--- config.mk ---
export PLATFORM = sky130hd
export DESIGN_NAME = sort_12_frame_ctrl
export DESIGN_NICKNAME = d
export VERILOG_FILES = /design/src/rtl/sort_pkg.sv /design/src/rtl/sort_12_frame_ctrl.sv
export SDC_FILE = /design/constraint.sdc
export NUM_CORES = 2
export LEC_CHECK = 0
export ABC_AREA = 0
export BUFFER_PORTS_ARGS = -buffer_cell sky130_fd_sc_hd__buf_2
export CORE_MARGIN = 2
export CORE_UTILIZATION = 30
export CTS_CLUSTER_DIAMETER = 30
export DETAILED_ROUTE_END_ITERATION = 12
export SETUP_SLACK_MARGIN = 0.1
export SYNTH_ARGS = -nofsm -noshare
export SYNTH_HDL_FRONTEND = slang
export SYNTH_SLANG_ARGS = --single-unit
--- constraint.sdc ---
create_clock -name clk -period 3.7 [get_ports clk]
set_clock_uncertainty 0.2 [all_clocks]
set_input_delay 0.555 -clock clk [delete_from_list [all_inputs] [get_ports clk]]
set_output_delay 0.555 -clock clk [all_outputs]
set_load 0.005 [all_outputs]
--- src/rtl/sort_pkg.sv ---
// Shared types and constants for the 12-input sort network and its frame controller.
// PAD is all-ones so unused slots always sort to the top of the frame.
package sort_pkg;

  localparam int N     = 12;
  localparam int W     = 32;
  localparam int CNT_W = 4;

  typedef logic [W-1:0] data_t;

  localparam data_t PAD = '1;

  typedef enum logic [1:0] {
    FILL  = 2'd0,
    SORT  = 2'd1,
    DRAIN = 2'd2
  } state_t;

endpackage

--- src/rtl/sort_12_frame_ctrl.sv ---
// Frame controller around the combinational 12-input sort network: collects up to N words,
// captures the sorted result for one cycle, then streams the first len words out in ascending order.
module sort_12_frame_ctrl #(
  parameter int N     = sort_pkg::N,
  parameter int W     = sort_pkg::W,
  parameter int CNT_W = sort_pkg::CNT_W
) (
  input  logic           clk,
  input  logic           rst_n,
  input  logic           in_valid,
  input  logic [W-1:0]   in_data,
  input  logic           in_last,
  output logic           in_ready,
  output logic           out_valid,
  output logic [W-1:0]   out_data,
  output logic           out_last,
  input  logic           out_ready,
  output logic [N*W-1:0] net_data,
  input  logic [N*W-1:0] net_sort,
  output logic           busy
);

  import sort_pkg::*;

  localparam logic [W-1:0]     PAD_W     = {W{1'b1}};
  localparam logic [CNT_W-1:0] LAST_SLOT = CNT_W'(N - 1);
  localparam logic [CNT_W-1:0] ONE       = CNT_W'(1);

  state_t           state_r;
  state_t           state_nxt_s;
  logic [CNT_W-1:0] cnt_r;
  logic [CNT_W-1:0] idx_r;
  logic [CNT_W-1:0] idx_nxt_s;
  logic [CNT_W-1:0] len_r;
  logic [W-1:0]     buf_r [N];
  logic [W-1:0]     res_r [N];
  logic [W-1:0]     sorted_s [N];

  logic             accept_s;
  logic             close_s;
  logic             done_s;

  logic             in_ready_r;
  logic             out_valid_r;
  logic             out_last_r;
  logic [W-1:0]     out_data_r;
  logic             busy_r;
  logic             out_last_nxt_s;
  logic [W-1:0]     out_data_nxt_s;

  // Network inputs are driven straight from the frame buffer; outputs unpacked per slot.
  for (genvar g = 0; g < N; g++) begin : g_slot
    assign net_data[g*W +: W] = buf_r[g];
    assign sorted_s[g]        = net_sort[g*W +: W];
  end

  assign in_ready  = in_ready_r;
  assign out_valid = out_valid_r;
  assign out_last  = out_last_r;
  assign out_data  = out_data_r;
  assign busy      = busy_r;

  // Next-state and handshake decode.
  always_comb begin
    state_nxt_s = state_r;
    idx_nxt_s   = idx_r;
    accept_s    = 1'b0;
    close_s     = 1'b0;
    done_s      = 1'b0;
    case (state_r)
      FILL: begin
        accept_s = in_valid && in_ready_r;
        if (accept_s && (in_last || (cnt_r == LAST_SLOT))) begin
          close_s     = 1'b1;
          state_nxt_s = SORT;
        end else begin
          state_nxt_s = FILL;
        end
      end
      SORT: begin
        state_nxt_s = DRAIN;
        idx_nxt_s   = '0;
      end
      DRAIN: begin
        if (out_valid_r && out_ready) begin
          if (idx_r == (len_r - ONE)) begin
            done_s      = 1'b1;
            state_nxt_s = FILL;
            idx_nxt_s   = '0;
          end else begin
            idx_nxt_s   = idx_r + ONE;
          end
        end else begin
          state_nxt_s = DRAIN;
        end
      end
      default: begin
        state_nxt_s = FILL;
        idx_nxt_s   = '0;
      end
    endcase
  end

  // Output word for the next cycle; in the SORT->DRAIN step res is not yet loaded, so tap the network.
  always_comb begin
    out_last_nxt_s = 1'b0;
    out_data_nxt_s = '0;
    if (state_nxt_s == DRAIN) begin
      out_last_nxt_s = (idx_nxt_s == (len_r - ONE));
      if (state_r == SORT) begin
        out_data_nxt_s = sorted_s[0];
      end else begin
        out_data_nxt_s = res_r[idx_nxt_s];
      end
    end else begin
      out_last_nxt_s = 1'b0;
      out_data_nxt_s = '0;
    end
  end

  // State, counters and frame length.
  always_ff @(posedge clk or negedge rst_n) begin
    if (!rst_n) begin
      state_r <= FILL;
      cnt_r   <= '0;
      idx_r   <= '0;
      len_r   <= '0;
    end else begin
      state_r <= state_nxt_s;
      idx_r   <= idx_nxt_s;
      if (done_s) begin
        cnt_r <= '0;
      end else if (accept_s) begin
        cnt_r <= cnt_r + ONE;
      end
      if (close_s) begin
        len_r <= cnt_r + ONE;
      end
    end
  end

  // Frame buffer: write accepted words, pad the tail on close, reload PAD when a frame has drained.
  always_ff @(posedge clk or negedge rst_n) begin
    if (!rst_n) begin
      for (int i = 0; i < N; i++) begin
        buf_r[i] <= PAD_W;
      end
    end else if (done_s) begin
      for (int i = 0; i < N; i++) begin
        buf_r[i] <= PAD_W;
      end
    end else if (accept_s) begin
      for (int i = 0; i < N; i++) begin
        if (CNT_W'(i) == cnt_r) begin
          buf_r[i] <= in_data;
        end else if (close_s && (CNT_W'(i) > cnt_r)) begin
          buf_r[i] <= PAD_W;
        end
      end
    end
  end

  // Single capture of the network result.
  always_ff @(posedge clk or negedge rst_n) begin
    if (!rst_n) begin
      for (int i = 0; i < N; i++) begin
        res_r[i] <= '0;
      end
    end else if (state_r == SORT) begin
      for (int i = 0; i < N; i++) begin
        res_r[i] <= sorted_s[i];
      end
    end
  end

  // Registered interface outputs; in_ready and busy depend only on the upcoming state.
  always_ff @(posedge clk or negedge rst_n) begin
    if (!rst_n) begin
      in_ready_r  <= 1'b1;
      out_valid_r <= 1'b0;
      out_last_r  <= 1'b0;
      out_data_r  <= '0;
      busy_r      <= 1'b0;
    end else begin
      in_ready_r  <= (state_nxt_s == FILL);
      out_valid_r <= (state_nxt_s == DRAIN);
      out_last_r  <= out_last_nxt_s;
      out_data_r  <= out_data_nxt_s;
      busy_r      <= (state_nxt_s != FILL);
    end
  end

endmodule

==> results.tsv <==
metric	value	unit
die_width	347	um
synth.avg_cell_area	9.07	um^2
die_y	347	um
dr.first_iter.drc_count	2873	
r2r_cells	12	
place_ws	291	ps
synth_edf_count	0	
grt_max_degree	244	
port_buffers	840	
grtUsageTotal	25.6	%
setup_violations	0	
grt_setup_unrepaired	false	
initial_utilization	30.3	%
slowest_stage	o311a_1	
path_buf_inv	4	
pin_count	841	
grt_pass1_wl	231000	um
syn_to_final_growth	47.5	%
r2r_end	out_data[27]	
relSlewSlack	14.9	%
path_max_fanout	44	
arrival	3780	ps
synth_most_common_cell	nand2_1	
whs_endpoint	len_r[2]	
hold_class	input pin to register	
drt.antenna.violating_nets	0	
ys_top_cells_by_area	dfrtp_1 (31%), dfstp_2 (29%), nand2_1 (17%)	
fp.dieArea	0.120	mm^2
synth.distinct_cells	52	
drt_wl_total	158000	um
dp_hpwl	108000	um
path_clk_slew	40	ps
required	4120	ps
synth_nets	4320	
powerDensity	916	mW/mm^2
routabilityCongestion	0.896	
crit_path_max_incr_delay	380	ps
wl_per_cell	23.4	um
fin_crit	3360	ps
cp-end-kind	register	
ctsRootBufferMaster	clkbuf_16	
status	finished clean	
crit_chain	inv_1 > ha_1 > xnor2_1 > nor3_2 > nand3_2 > a21oi_4 > buf_12 > inv_4 > buf_12 > a211oi_1 > a311oi_1 > o311a_1	
antenna_found_initial	9	
r2r-start	len_r[1]	
cts.sinks	818	
setup_tns	0	ps
setup_slack	337	ps
yosys.area.top_type	dfrtp_1	
r2r_slack	340	ps
coreArea	0.117	mm^2
synth_top_area_share	30.7	%
clk_path_buf_depth	3	
finalNetCount	5514	
dr.pass1.iters	5	
place_area	0.0414	mm^2
htreeDepth	4	
critPathTopFamily	compound AO/OA/AOI/OAI gates	
period_share	90.9	%
final_area	0.0521	mm^2
gr-total-overflow	0	
fillers	11000	
ys_seq_elements	818	
maxSlewViolCount	0	
crit_top_cell	buf_12	
yosys_warnings	0	
async_flop_share	100	%
peakVddDrop	0.000463	V
place_inst	6038	
synth_common_cells	nand2_1 (1635), dfrtp_1 (433), dfstp_2 (385), clkbuf_1 (274), o22ai_1 (230)	
ys_seq_area_share	59.3	%
p_leak	0.0246	uW
hold_violations	0	
cts_made_buffers	185	
tightest_slew	1280	ps
drive_above_1_share	32.1	%
cp-start-kind	register	
drc	0	
grt_pass1_vias	34900	
core.rowCount	125	
hp-start	in_last	
netlist_area	0.0353	mm^2
synthFlopType	dfrtp_1	
critical_path_class	register to register	
clk_latency	760	ps
maxCapViolCount	0	
viasPerCell	5.17	
instances_no_fill	6773	
hold_path_depth	4	
cts_tree	built	
dr_total_vias	35000	
synthCells	3894	
fmax	297	MHz
==> timing repair <==
action	4_1_cts	5_1_grt
hold buffers	387	0
gates resized for setup	0	1
hold endpoints to repair	482	0
setup buffers	0	0
endpoints found under the setup margin	0	1
==> placed cells by master, fill, tap and decap left out, types with 32 or more instances in the layout <==
cell type,instances
a211oi_1,95
a21oi_1,40
and3_1,65
buf_12,32
buf_2,839
buf_4,77
clkbuf_16,187
clkbuf_8,33
dfrtp_1,433
dfstp_2,385
dlygate4sd3_1,387
mux2i_1,62
nand2_1,1631
nand3_1,48
nor2_1,139
nor3_1,122
o21ai_0,129
o22ai_1,230
==> registers in the layout (all words and copies together) (netlist names), 2 cells and up <==
signal	flops
res_r	384
cnt_r	4
net_data	384
idx_r	4
len_r	4
state_r	2
out_data	32
==> layout make-up <==
type	instances	area (um^2)	share of cell area (%)
antenna	6	15.0	0.0288
multi-input combinational	2736	13100	25.2
inverter	11	46.3	0.0889
timing repair buffer	1336	9310	17.9
clock inverter	98	1530	2.94
clock buffer	244	5220	10.0
tap	1524	1910	3.66
sequential	818	21000	40.2
==> cell families (layout without fill, tap and decap cells) <==
kind of cell    Yosys count  count (layout)  share of synthesized area, %
xor+xnor                 13              13                         0.344
compound gates          618             618                          11.5
flops                   818             818                          59.3
buf+inv                 340            1689                          3.91
other cells               0               6                             0
fa+ha+maj                 5               5                         0.177
mux                      62              62                          1.76
simple gates           2038            2038                          23.0
==> worst max path at each step <==
stage                  start           end  slack, ps  cells after the start
global route        len_r[1]  out_data[23]        130                     12
finish              len_r[1]  out_data[27]        340                     12
floorplan           len_r[0]  out_data[20]        760                     12
CTS                 len_r[1]  out_data[19]        290                     10
global placement    len_r[1]  out_data[19]        330                     10
detailed placement  len_r[1]  out_data[19]        290                     10
==> worst register-to-register path, stage by stage (launching register included) <==
cell	delay, ps
dfrtp_1	360
inv_1	60
ha_1	310
xnor2_1	150
nor3_2	370
nand3_2	180
a21oi_4	210
buf_12	190
inv_4	170
buf_12	270
a211oi_1	290
a311oi_1	90
o311a_1	380
==> layer usage <==
layer	part of all wire [%]	global-route usage, %
met3	7.3	5.37
met5	0.015	0
met2	48	42.4
met4	6.2	15.2
met1	39	30.6
==> per-stage QoR <==
step | power, uW | util [%] | hold WS (ps)
2_1_floorplan | 23600 | - | 59.4
3_3_place_gp | 29600 | 35.6 | 249
3_5_place_dp | 29800 | 35.6 | 255
4_1_cts | 47800 | 44.7 | 5.00
5_1_grt | 50200 | 44.7 | 34.8
6_report | 47700 | 44.7 | 62.5
==> report_power, final <==
part           switching [uW]  internal (uW)  total, uW
clock                    5490          12000      17500
sequential               2840          14000      16900
combinational            7900           5510      13400
total                   16200          31500      47700
Power figures use the tool's default switching activity.
